`src/rtl/cpu_pkg.sv`:
```
// Shared CPU encodings: opcodes, ALU selects, controller states and the
// per-step control vector used by control_unit, main1 and the ALU.
package cpu_pkg;

    localparam logic [4:0] OP_LD   = 5'b00000;
    localparam logic [4:0] OP_LDI  = 5'b00001;
    localparam logic [4:0] OP_ST   = 5'b00010;
    localparam logic [4:0] OP_ADD  = 5'b00011;
    localparam logic [4:0] OP_SUB  = 5'b00100;
    localparam logic [4:0] OP_SHR  = 5'b00101;
    localparam logic [4:0] OP_SHL  = 5'b00110;
    localparam logic [4:0] OP_ROR  = 5'b00111;
    localparam logic [4:0] OP_ROL  = 5'b01000;
    localparam logic [4:0] OP_AND  = 5'b01001;
    localparam logic [4:0] OP_OR   = 5'b01010;
    localparam logic [4:0] OP_ADDI = 5'b01011;
    localparam logic [4:0] OP_ANDI = 5'b01100;
    localparam logic [4:0] OP_ORI  = 5'b01101;
    localparam logic [4:0] OP_MUL  = 5'b01110;
    localparam logic [4:0] OP_DIV  = 5'b01111;
    localparam logic [4:0] OP_NEG  = 5'b10000;
    localparam logic [4:0] OP_NOT  = 5'b10001;
    localparam logic [4:0] OP_BR   = 5'b10010;
    localparam logic [4:0] OP_JR   = 5'b10011;
    localparam logic [4:0] OP_JAL  = 5'b10100;
    localparam logic [4:0] OP_IN   = 5'b10101;
    localparam logic [4:0] OP_OUT  = 5'b10110;
    localparam logic [4:0] OP_MFHI = 5'b10111;
    localparam logic [4:0] OP_MFLO = 5'b11000;
    localparam logic [4:0] OP_NOP  = 5'b11001;
    localparam logic [4:0] OP_HALT = 5'b11010;

    localparam logic [3:0] ALU_NONE  = 4'b0000;
    localparam logic [3:0] ALU_ADD   = 4'b0001;
    localparam logic [3:0] ALU_SUB   = 4'b0010;
    localparam logic [3:0] ALU_SHR   = 4'b0011;
    localparam logic [3:0] ALU_SHL   = 4'b0100;
    localparam logic [3:0] ALU_ROR   = 4'b0101;
    localparam logic [3:0] ALU_AND   = 4'b0110;
    localparam logic [3:0] ALU_OR    = 4'b0111;
    localparam logic [3:0] ALU_ROL   = 4'b1000;
    localparam logic [3:0] ALU_INCPC = 4'b1001;
    localparam logic [3:0] ALU_MUL   = 4'b1010;
    localparam logic [3:0] ALU_DIV   = 4'b1011;
    localparam logic [3:0] ALU_NEG   = 4'b1100;
    localparam logic [3:0] ALU_NOT   = 4'b1101;

    typedef enum logic [3:0] {
        RESET_ST = 4'd0,
        T0 = 4'd1, T1 = 4'd2, T2 = 4'd3, T3 = 4'd4,
        T4 = 4'd5, T5 = 4'd6, T6 = 4'd7, T7 = 4'd8,
        HALT = 4'd9
    } state_t;

    typedef struct packed {
        logic rin, rout, hi_in, lo_in, pc_in, ir_in, y_in, in_port_out;
        logic z_in, con_in, out_port_in, r15_ctrl, hi_out, lo_out, pc_out;
        logic mdr_out, mdr_in, mar_in, mdr_read, mem_write, cout, inc_pc;
        logic z_low_out, z_high_out, con_out, ba_out, gra, grb, grc;
        logic [3:0] alu_select;
    } ctrl_t;

    function automatic logic [3:0] alu_code(input logic [4:0] op);
        case (op)
            OP_ADD, OP_ADDI: return ALU_ADD;
            OP_SUB:          return ALU_SUB;
            OP_SHR:          return ALU_SHR;
            OP_SHL:          return ALU_SHL;
            OP_ROR:          return ALU_ROR;
            OP_ROL:          return ALU_ROL;
            OP_AND, OP_ANDI: return ALU_AND;
            OP_OR, OP_ORI:   return ALU_OR;
            OP_MUL:          return ALU_MUL;
            OP_DIV:          return ALU_DIV;
            OP_NEG:          return ALU_NEG;
            OP_NOT:          return ALU_NOT;
            default:         return ALU_NONE;
        endcase
    endfunction

    // Final step of each instruction; nop, halt and undefined opcodes end at fetch.
    function automatic state_t last_step(input logic [4:0] op);
        case (op)
            OP_LD, OP_ST:                           return T7;
            OP_MUL, OP_DIV, OP_BR:                  return T6;
            OP_NEG, OP_NOT, OP_JAL:                 return T4;
            OP_JR, OP_IN, OP_OUT, OP_MFHI, OP_MFLO: return T3;
            OP_NOP, OP_HALT:                        return T2;
            default:                                return (op > OP_HALT) ? T2 : T5;
        endcase
    endfunction

    function automatic state_t step_after(input state_t s);
        case (s)
            T0:      return T1;
            T1:      return T2;
            T2:      return T3;
            T3:      return T4;
            T4:      return T5;
            T5:      return T6;
            T6:      return T7;
            default: return T0;
        endcase
    endfunction

endpackage

```
`src/rtl/step_decoder.sv`:
```
// Pure combinational map from (state, opcode) to the main1 control vector.
module step_decoder
    import cpu_pkg::*;
(
    input  state_t     state,
    input  logic [4:0] opcode,
    output ctrl_t      ctrl
);

    always_comb begin
        ctrl = '0;
        case (state)
            T0: begin
                ctrl.pc_out = 1'b1; ctrl.mar_in = 1'b1; ctrl.inc_pc = 1'b1;
                ctrl.z_in = 1'b1; ctrl.alu_select = ALU_INCPC;
            end
            T1: begin
                ctrl.z_low_out = 1'b1; ctrl.pc_in = 1'b1;
                ctrl.mdr_read = 1'b1; ctrl.mdr_in = 1'b1;
            end
            T2: begin
                ctrl.mdr_out = 1'b1; ctrl.ir_in = 1'b1;
            end
            T3, T4, T5, T6, T7: begin
                case (opcode)
                    OP_LD, OP_LDI, OP_ST: begin
                        case (state)
                            T3: begin ctrl.grb = 1'b1; ctrl.ba_out = 1'b1; ctrl.y_in = 1'b1; end
                            T4: begin ctrl.cout = 1'b1; ctrl.z_in = 1'b1; ctrl.alu_select = ALU_ADD; end
                            T5: begin
                                ctrl.z_low_out = 1'b1;
                                if (opcode == OP_LDI) begin
                                    ctrl.gra = 1'b1; ctrl.rin = 1'b1;
                                end else begin
                                    ctrl.mar_in = 1'b1;
                                end
                            end
                            T6: begin
                                if (opcode == OP_LD) begin
                                    ctrl.mdr_read = 1'b1; ctrl.mdr_in = 1'b1;
                                end else if (opcode == OP_ST) begin
                                    ctrl.gra = 1'b1; ctrl.rout = 1'b1; ctrl.mdr_in = 1'b1;
                                end
                            end
                            T7: begin
                                if (opcode == OP_LD) begin
                                    ctrl.mdr_out = 1'b1; ctrl.gra = 1'b1; ctrl.rin = 1'b1;
                                end else if (opcode == OP_ST) begin
                                    ctrl.mdr_out = 1'b1; ctrl.mem_write = 1'b1;
                                end
                            end
                            default: ;
                        endcase
                    end
                    OP_ADD, OP_SUB, OP_SHR, OP_SHL, OP_ROR, OP_ROL, OP_AND, OP_OR,
                    OP_ADDI, OP_ANDI, OP_ORI: begin
                        case (state)
                            T3: begin ctrl.grb = 1'b1; ctrl.rout = 1'b1; ctrl.y_in = 1'b1; end
                            T4: begin
                                ctrl.z_in = 1'b1; ctrl.alu_select = alu_code(opcode);
                                if (opcode inside {OP_ADDI, OP_ANDI, OP_ORI}) begin
                                    ctrl.cout = 1'b1;
                                end else begin
                                    ctrl.grc = 1'b1; ctrl.rout = 1'b1;
                                end
                            end
                            T5: begin ctrl.z_low_out = 1'b1; ctrl.gra = 1'b1; ctrl.rin = 1'b1; end
                            default: ;
                        endcase
                    end
                    OP_MUL, OP_DIV: begin
                        case (state)
                            T3: begin ctrl.gra = 1'b1; ctrl.rout = 1'b1; ctrl.y_in = 1'b1; end
                            T4: begin
                                ctrl.grb = 1'b1; ctrl.rout = 1'b1; ctrl.z_in = 1'b1;
                                ctrl.alu_select = alu_code(opcode);
                            end
                            T5: begin ctrl.z_low_out = 1'b1; ctrl.lo_in = 1'b1; end
                            T6: begin ctrl.z_high_out = 1'b1; ctrl.hi_in = 1'b1; end
                            default: ;
                        endcase
                    end
                    OP_NEG, OP_NOT: begin
                        case (state)
                            T3: begin
                                ctrl.grb = 1'b1; ctrl.rout = 1'b1; ctrl.z_in = 1'b1;
                                ctrl.alu_select = alu_code(opcode);
                            end
                            T4: begin ctrl.z_low_out = 1'b1; ctrl.gra = 1'b1; ctrl.rin = 1'b1; end
                            default: ;
                        endcase
                    end
                    // PC load in T6 is qualified by main1's CON flip-flop, not here.
                    OP_BR: begin
                        case (state)
                            T3: begin ctrl.gra = 1'b1; ctrl.rout = 1'b1; ctrl.con_in = 1'b1; end
                            T4: begin ctrl.pc_out = 1'b1; ctrl.y_in = 1'b1; end
                            T5: begin ctrl.cout = 1'b1; ctrl.z_in = 1'b1; ctrl.alu_select = ALU_ADD; end
                            T6: begin ctrl.z_low_out = 1'b1; ctrl.con_out = 1'b1; end
                            default: ;
                        endcase
                    end
                    OP_JAL: begin
                        case (state)
                            T3: begin ctrl.r15_ctrl = 1'b1; ctrl.pc_out = 1'b1; end
                            T4: begin ctrl.gra = 1'b1; ctrl.rout = 1'b1; ctrl.pc_in = 1'b1; end
                            default: ;
                        endcase
                    end
                    OP_JR:   if (state == T3) begin ctrl.gra = 1'b1; ctrl.rout = 1'b1; ctrl.pc_in = 1'b1; end
                    OP_IN:   if (state == T3) begin ctrl.gra = 1'b1; ctrl.rin = 1'b1; ctrl.in_port_out = 1'b1; end
                    OP_OUT:  if (state == T3) begin ctrl.gra = 1'b1; ctrl.rout = 1'b1; ctrl.out_port_in = 1'b1; end
                    OP_MFHI: if (state == T3) begin ctrl.hi_out = 1'b1; ctrl.gra = 1'b1; ctrl.rin = 1'b1; end
                    OP_MFLO: if (state == T3) begin ctrl.lo_out = 1'b1; ctrl.gra = 1'b1; ctrl.rin = 1'b1; end
                    default: ;
                endcase
            end
            default: ;
        endcase
    end

endmodule

```
`src/rtl/control_unit.sv`:
```
// Hardwired Moore controller for main1: fetch T0-T2, opcode-driven execute
// steps, halt handling. Outputs depend only on the state register and IR.
module control_unit
    import cpu_pkg::*;
(
    input  logic        clk,
    input  logic        reset,
    input  logic        stop,
    input  logic [31:0] IR,
    output logic        Run,
    output logic        Rin, Rout, HIin, LOin, PCin, IRin, Yin, InPortout,
    output logic        Zin, conIn, outPortin, R15ctrl, HIout, LOout, PCout,
    output logic        MDRout, MDRin, MARin, MDRread, memWrite, Cout, IncPC,
    output logic        ZLowout, ZHighout, conOut, BAout, Gra, Grb, Grc,
    output logic [3:0]  ALUselect
);

    state_t     state;
    state_t     next_state;
    ctrl_t      ctrl;
    logic [4:0] opcode;
    logic       unused_ir;

    assign opcode    = IR[31:27];
    assign unused_ir = ^IR[26:0];

    always_ff @(posedge clk or posedge reset) begin
        if (reset) state <= RESET_ST;
        else       state <= next_state;
    end

    // last_step never returns T0/T1, so the not-yet-loaded IR cannot steer fetch.
    always_comb begin
        next_state = state;
        case (state)
            RESET_ST: next_state = T0;
            HALT:     next_state = HALT;
            default: begin
                if (state == last_step(opcode)) begin
                    if (opcode == OP_HALT || stop) next_state = HALT;
                    else                           next_state = T0;
                end else begin
                    next_state = step_after(state);
                end
            end
        endcase
    end

    step_decoder u_step_decoder (
        .state  (state),
        .opcode (opcode),
        .ctrl   (ctrl)
    );

    assign Run       = (state != RESET_ST) && (state != HALT);
    assign Rin       = ctrl.rin;
    assign Rout      = ctrl.rout;
    assign HIin      = ctrl.hi_in;
    assign LOin      = ctrl.lo_in;
    assign PCin      = ctrl.pc_in;
    assign IRin      = ctrl.ir_in;
    assign Yin       = ctrl.y_in;
    assign InPortout = ctrl.in_port_out;
    assign Zin       = ctrl.z_in;
    assign conIn     = ctrl.con_in;
    assign outPortin = ctrl.out_port_in;
    assign R15ctrl   = ctrl.r15_ctrl;
    assign HIout     = ctrl.hi_out;
    assign LOout     = ctrl.lo_out;
    assign PCout     = ctrl.pc_out;
    assign MDRout    = ctrl.mdr_out;
    assign MDRin     = ctrl.mdr_in;
    assign MARin     = ctrl.mar_in;
    assign MDRread   = ctrl.mdr_read;
    assign memWrite  = ctrl.mem_write;
    assign Cout      = ctrl.cout;
    assign IncPC     = ctrl.inc_pc;
    assign ZLowout   = ctrl.z_low_out;
    assign ZHighout  = ctrl.z_high_out;
    assign conOut    = ctrl.con_out;
    assign BAout     = ctrl.ba_out;
    assign Gra       = ctrl.gra;
    assign Grb       = ctrl.grb;
    assign Grc       = ctrl.grc;
    assign ALUselect = ctrl.alu_select;

endmodule

```
`config.mk`:
```
export PLATFORM = sky130hd
export DESIGN_NAME = control_unit
export DESIGN_NICKNAME = d
export VERILOG_FILES = /design/src/rtl/cpu_pkg.sv /design/src/rtl/step_decoder.sv /design/src/rtl/control_unit.sv
export SDC_FILE = /design/constraint.sdc
export NUM_CORES = 1
export LEC_CHECK = 0
export ABC_CLOCK_PERIOD_IN_PS = 5000
export CORE_MARGIN = 4
export CORE_UTILIZATION = 40
export CTS_BUF_LIST = sky130_fd_sc_hd__clkbuf_4 sky130_fd_sc_hd__clkbuf_8
export CTS_CLUSTER_SIZE = 16
export DETAILED_ROUTE_END_ITERATION = 16
export HOLD_SLACK_MARGIN = 0.05
export PLACE_DENSITY = 0.8
export SETUP_SLACK_MARGIN = 0.1
export SLEW_MARGIN = 20
export SYNTH_ARGS = -nofsm -noshare
export SYNTH_HDL_FRONTEND = slang
export SYNTH_SLANG_ARGS = --single-unit
```
`constraint.sdc`:
```
create_clock -name clk -period 5 [get_ports clk]
set_input_delay 1 -clock clk [delete_from_list [all_inputs] [get_ports clk]]
set_output_delay 1 -clock clk [all_outputs]
set_load 0.01 [all_outputs]
```
* Yosys cells after proc, flatten, opt, wreduce, memory -nomap -nowiden
Memories as Yosys holds them, arrays and structs flattened.
Cells that the tools add are included.
** Word-level totals
- Register bits after elaboration :: 4
- Output and inout port bits :: 34
- Memories :: 3
- Input port bits :: 35
- ROM bits :: 384
- Logic and storage cells :: 139
** Operators by class
- $lt $le $gt $ge :: 1
- Reductions and logical operators :: 23
- Equal/unequal tests :: 37
- Muxes and demuxes :: 74
** Memory list
- (name not given) :: depth 32, bits a word 4, rd ports 1, clocked after memory_dff 0, write ports 0, line cpu_pkg.sv:64 : case (op)
- (name not given) :: depth 32, bits a word 4, rd ports 1, clocked after memory_dff 0, write ports 0, line cpu_pkg.sv:64
- (name not given) :: depth 32, bits a word 4, rd ports 1, clocked after memory_dff 0, write ports 0, line cpu_pkg.sv:64
** Operators with widths (count)
- == test 5 bit, second input constant :: 11
- == test 5 x 4 -> 1 bit, second input constant :: 8
- one-hot mux 4 bit (5 select lines) :: 2
- two-way mux 1 bit :: 34
- OR reduction 16 bit :: 2
- one-hot mux 1 bit (2 select lines) :: 14
- one-hot mux 4 bit (7 select lines) :: 1
- two-way mux 4 bit :: 6
- == test 5 x 3 -> 1 bit, second input constant :: 4
- == test 4 x 3 -> 1 bit, second input constant :: 4
- one-hot mux 4 bit (2 select lines) :: 2
- two-way mux 5 bit :: 3
- OR reduction 5 bit :: 3
- one-hot mux 1 bit (3 select lines) :: 4
- OR reduction 2 bit :: 6
- OR reduction 3 bit :: 4
- OR reduction 11 bit :: 1
- == test 5 x 2 -> 1 bit, second input constant :: 2
- == test 4 x 2 -> 1 bit, second input constant :: 2
- == test 4 bit, second input constant :: 2
- one-hot mux 1 bit (4 select lines) :: 2
- OR reduction 8 bit :: 1
- two-way mux 2 bit :: 3
- two-way mux 6 bit :: 1
- 13 further kinds :: 13

* Logic depth before layout (Yosys ltp)
- Word-level depth :: 7
- Mapped depth :: 9
- Gate-level depth less buffers :: 8

* Modules after synthesis
From an unflattened synthesis, not the netlist that was laid out.
** Unflattened totals
- Cells, all modules :: 180
- Area total of the unflattened synthesis :: 1257.5 um^2
** Modules (own cells, without submodules)
- step_decoder :: seq. area each 0.0 um^2, cells each 138, instances 1, area an instance 880.8 um^2
- control_unit :: seq. area each 100.1 um^2, cells each 42, instances 1, area an instance 376.6 um^2

* Least setup slack after synthesis
OpenSTA, ideal clock, no wires.
- Path kind :: input -> output
- From :: in IR[27]
- To :: out ALUselect[1]
- Arrival time :: 2587 ps
- Path buffers :: 1
- Setup slack :: 1413 ps
- Stages on the path :: 8
- Required time :: 4000 ps
- Cell sequence :: inv_1 -> ha_1 -> buf_2 -> or3_1 -> a21oi_1 -> a311oi_1 -> nor2_1 -> nor4b_1
** On the way
- Cells in the longest elaborated chain, start to end :: 4
- Elaborated cells between the ends (all ways) :: 31
- Those cells by class :: eq/ne (18); mux (5); reduce/logical (5); memory (3)
** RTL lines
- start, declared :: line control_unit.sv:9 : input logic [31:0] IR,
- memory read (32 x 4 bit) (tied with other cells)
- two-way mux 4 bit (tied with other cells) :: line step_decoder.sv:84 : case (state)
- one-hot mux 4 bit (5 select lines) (*) :: line step_decoder.sv:25 : case (opcode)
- one-hot mux 4 bit (2 select lines) (*) :: line step_decoder.sv:12 : case (state)
- end, declared :: line control_unit.sv:15 : output logic [3:0] ALUselect
Every way passes the cells marked *; elsewhere a longest branch is shown, timed or not.

* Worst setup path in the final report
- From :: in IR[28]
- To :: out ALUselect[0]
The elaborated chain is that of the path after synthesis.

==> key figures <==
Critical path
  – Critical-path maximum fanout: 8
  – Cells on worst reg2reg path: 5
  – Top cell by count, worst path: clkdlybuf4s50_1
  – Critical Path RT: 4.00 ns
  – CP cell instances: clkdlybuf4s50_1 > inv_1 > ha_1 > or3_1 > a21oi_1 > a311oi_2 > nor2_1 > o21a_1 > o221ai_1 > clkdlybuf4s50_1
  – Logic depth of the worst path, buffers included: 10
  – Crit path max-delay family: buffers and inverters
  – Worst Path Arrival: 3.73 ns
  – Slowest stage delay, CP: 0.64 ns
  – CP max-delay cell: clkdlybuf4s50_1
  – Crit Path Category: input port to output port
  – Buf+Inv Stages, Crit Path: 3
  – CP startpoint kind: input port
  – CP Capture Type: output port

Pwr
  – Final Total Pwr: 143 uW
  – Maximum VDD drop: 0.000116 V
  – Pwr Density: 83.0 nW/um^2
  – Leakage: 0.000615 uW

STA
  – Endpoints failing hold: 0
  – Slew headroom: 0.572
  – Slew of the pin with the lowest slew margin: 0.635 ns
  – Slew Viols, Final: 0
  – Final hold slack: 0.747 ns
  – Clock Skew: 0.00500 ns
  – Crit share post-route: 0.947
  – Setup tns final: 0 ns
  – Finish-stage setup viols: 0
  – RSZ-0062 raised after global routing: false
  – Tmin final: 4.73 ns
  – Fmax: 0.211 GHz

Global route
  – Largest net degree at the start of global routing: 21
  – Global route overflow: 0
  – Global Route Usage Sum: 0.211
  – Vias in the first global route: 1579
  – First-pass GRT wire length: 7090 um
  – Initial antenna violation count: 0

Synth
  – Synth unique cells: 51
  – Ys flop type: dfrtp_1
  – Syn_nets: 243
  – Syn avg cell area: 6.16 sq um
  – Synthesis-stage register bit count: 4
  – Share of the synthesized area in the top cell type: 0.0986
  – Number of synthesized flops with an enable pin: 0
  – Number of synthesis warnings: 0
  – Cell accounting for the most synthesized area: nor2_1
  – Seq/Total Area, Yosys: 0.0797
  – Post-Syn Instances: 204
  – Synth async-reset ratio: 1.00
  – Synth area leaders: nor2_1 (9.9%), dfrtp_1 (8.0%), a21oi_1 (6.8%), nand2_1 (6.3%), nor3_1 (5.2%)
  – Post-Syn Area: 1260 sq um

Clock network
  – Clock sinks: 4
  – Root Driver: clkbuf_4
  – Total CTS buffers: 3
  – Clk buf depth: 2
  – CTS Hold Bufs: 0
  – TritonCTS clock tree: yes
  – Clk Latency, worst-skew pair: 0.24 ns
  – Clock transition at the registers of the reported paths: 0.04 ns
  – Htree depth: 1

Floorplanning
  – Full die area: 4100 sq um
  – Initial Utilization: 0.415
  – Top-level port count: 69
  – Core area: 3030 sq um
  – Row cnt: 20
  – Die Span Y: 64.0 um
  – Die width: 64.0 um

Route
  – 1st-iter DRT viols: 114
  – Vias: 1682
  – DRC violations left: 0
  – DR pass1 iterations: 5
  – Remaining antenna violation count: 0
  – Vias/cell: 5.99
  – Wirelength per Cell: 15.4 um
  – Post-Route WL: 4320 um

Run
  – Max-cap viol count: 0

Placement
  – RePlAce Congestion: 0.905
  – Post-detail-place hpwl: 3220 um
  – Cell count after placement: 278
  – Buffers on Ports: 41

Layout
  – Top reg by flops: state
  – Final nets: 278
  – Final Instance Count excl. Fillers: 281
  – Max FFs per register: 4
  – Layout cells sized above 1: 0.0759
  – # fillers: 293
  – Antenna cells: 0
  – Top Registers: state x4
  – Fin util: 0.567
  – Area delta synth->final: 36.8%

Run status
  – Status: complete, no violations

Hold path
  – Hold path cells: 2
  – HP Class: flop to flop
[report_power, final]
part / switching (uW) / internal (uW) / total [uW] / leakage [uW]
Sequential: 0 / 32.5 / 32.5 / 0.0000455
Combinational: 42.6 / 26.8 / 69.4 / 0.000555
Clock: 13.7 / 26.9 / 40.6 / 0.0000138
Total: 56.3 / 86.2 / 143 / 0.000615
[path summary, 6_finish.rpt]
check	start	endpoint	slack, ns
min	state[3]	state[0]	0.75
max reg2reg	state[2]	state[3]	3.47
min in group asynchronous	reset	state[2]	0.96
min reg2reg	state[3]	state[0]	0.75
max	IR[28]	ALUselect[0]	0.27
max in group asynchronous	reset	state[3]	3.86
[synth_stat cells, drive strengths merged (2+ instances only)]
master and count:
a211oi 3, a21oi 17, a31oi 2, a32oi 3
buf 11, clkbuf 7, dfrtp 4, ha 4
inv 11, mux2i 2, nand2 21, nand2b 6
nand3 5, nor2 33, nor2b 8, nor3 14
nor4b 2, o211ai 2, o21a 3, o21ai 12
o221ai 2, o22ai 7, o32a 2, or3 4
[stage by stage]
step	area, sq um	setup slack [ns]
2_1_floorplan	1260	1.41
4_1_cts	1710	0.282
3_3_place_gp	1680	0.268
6_report	1720	0.267
5_1_grt	1720	0.139
3_5_place_dp	1680	0.242
[final cells by class]
type	count	area [sq um]	share of cell area
Multi-Input combinational cell	170	1030	0.601
Timing Repair Buffer	48	463	0.269
Sequential cell	4	100	0.0583
Tap cell	44	55.1	0.0320
Inverter	12	45.0	0.0262
Clock buffer	3	22.5	0.0131
[what timing repair did]
| item | in CTS | in global routing |
|---|---|---|
| resized for setup | 0 | 2 |
| buffers inserted | 0 | 0 |
| setup endpoints to repair | 0 | 2 |
[kinds of logic after synthesis]
logic type,synth area share
flops,0.0797
xor+xnor,0.00697
buf+inv,0.108
compound gates,0.367
fa+ha+maj,0.0398
simple gates,0.383
mux,0.0159
[metal layers]
metal  track usage  part of all wire  up-vias
li1              -                 -      806
met1         0.287              0.44      746
met2         0.328              0.44      117
met3        0.0422             0.095       13
met4        0.0728             0.022        0
met5             0                 0        -
[tightest hold or removal path, stage by stage, from the launching register on]
cell,delay (ns)
dfrtp_1,0.51
nor2b_1,0.14
nand2_1,0.07
[placed cells by master (no fill, tap or decap), types with 3 or more instances in the layout]
cell,synthesis,final
o21ai_0,10,10
inv_1,11,11
nor3_1,13,12
clkdlybuf4s50_1,0,41
o22ai_1,6,6
o21a_1,3,3
buf_4,2,7
a32oi_1,3,3
nor2b_1,8,8
or3_1,4,4
nand2b_1,6,6
a21oi_1,17,17
a211oi_1,3,3
ha_1,4,4
nor2_1,33,33
nand2_1,21,21
nand3_1,5,5
clkbuf_4,0,3
dfrtp_1,4,4
(Power assumes the default switching activity.)
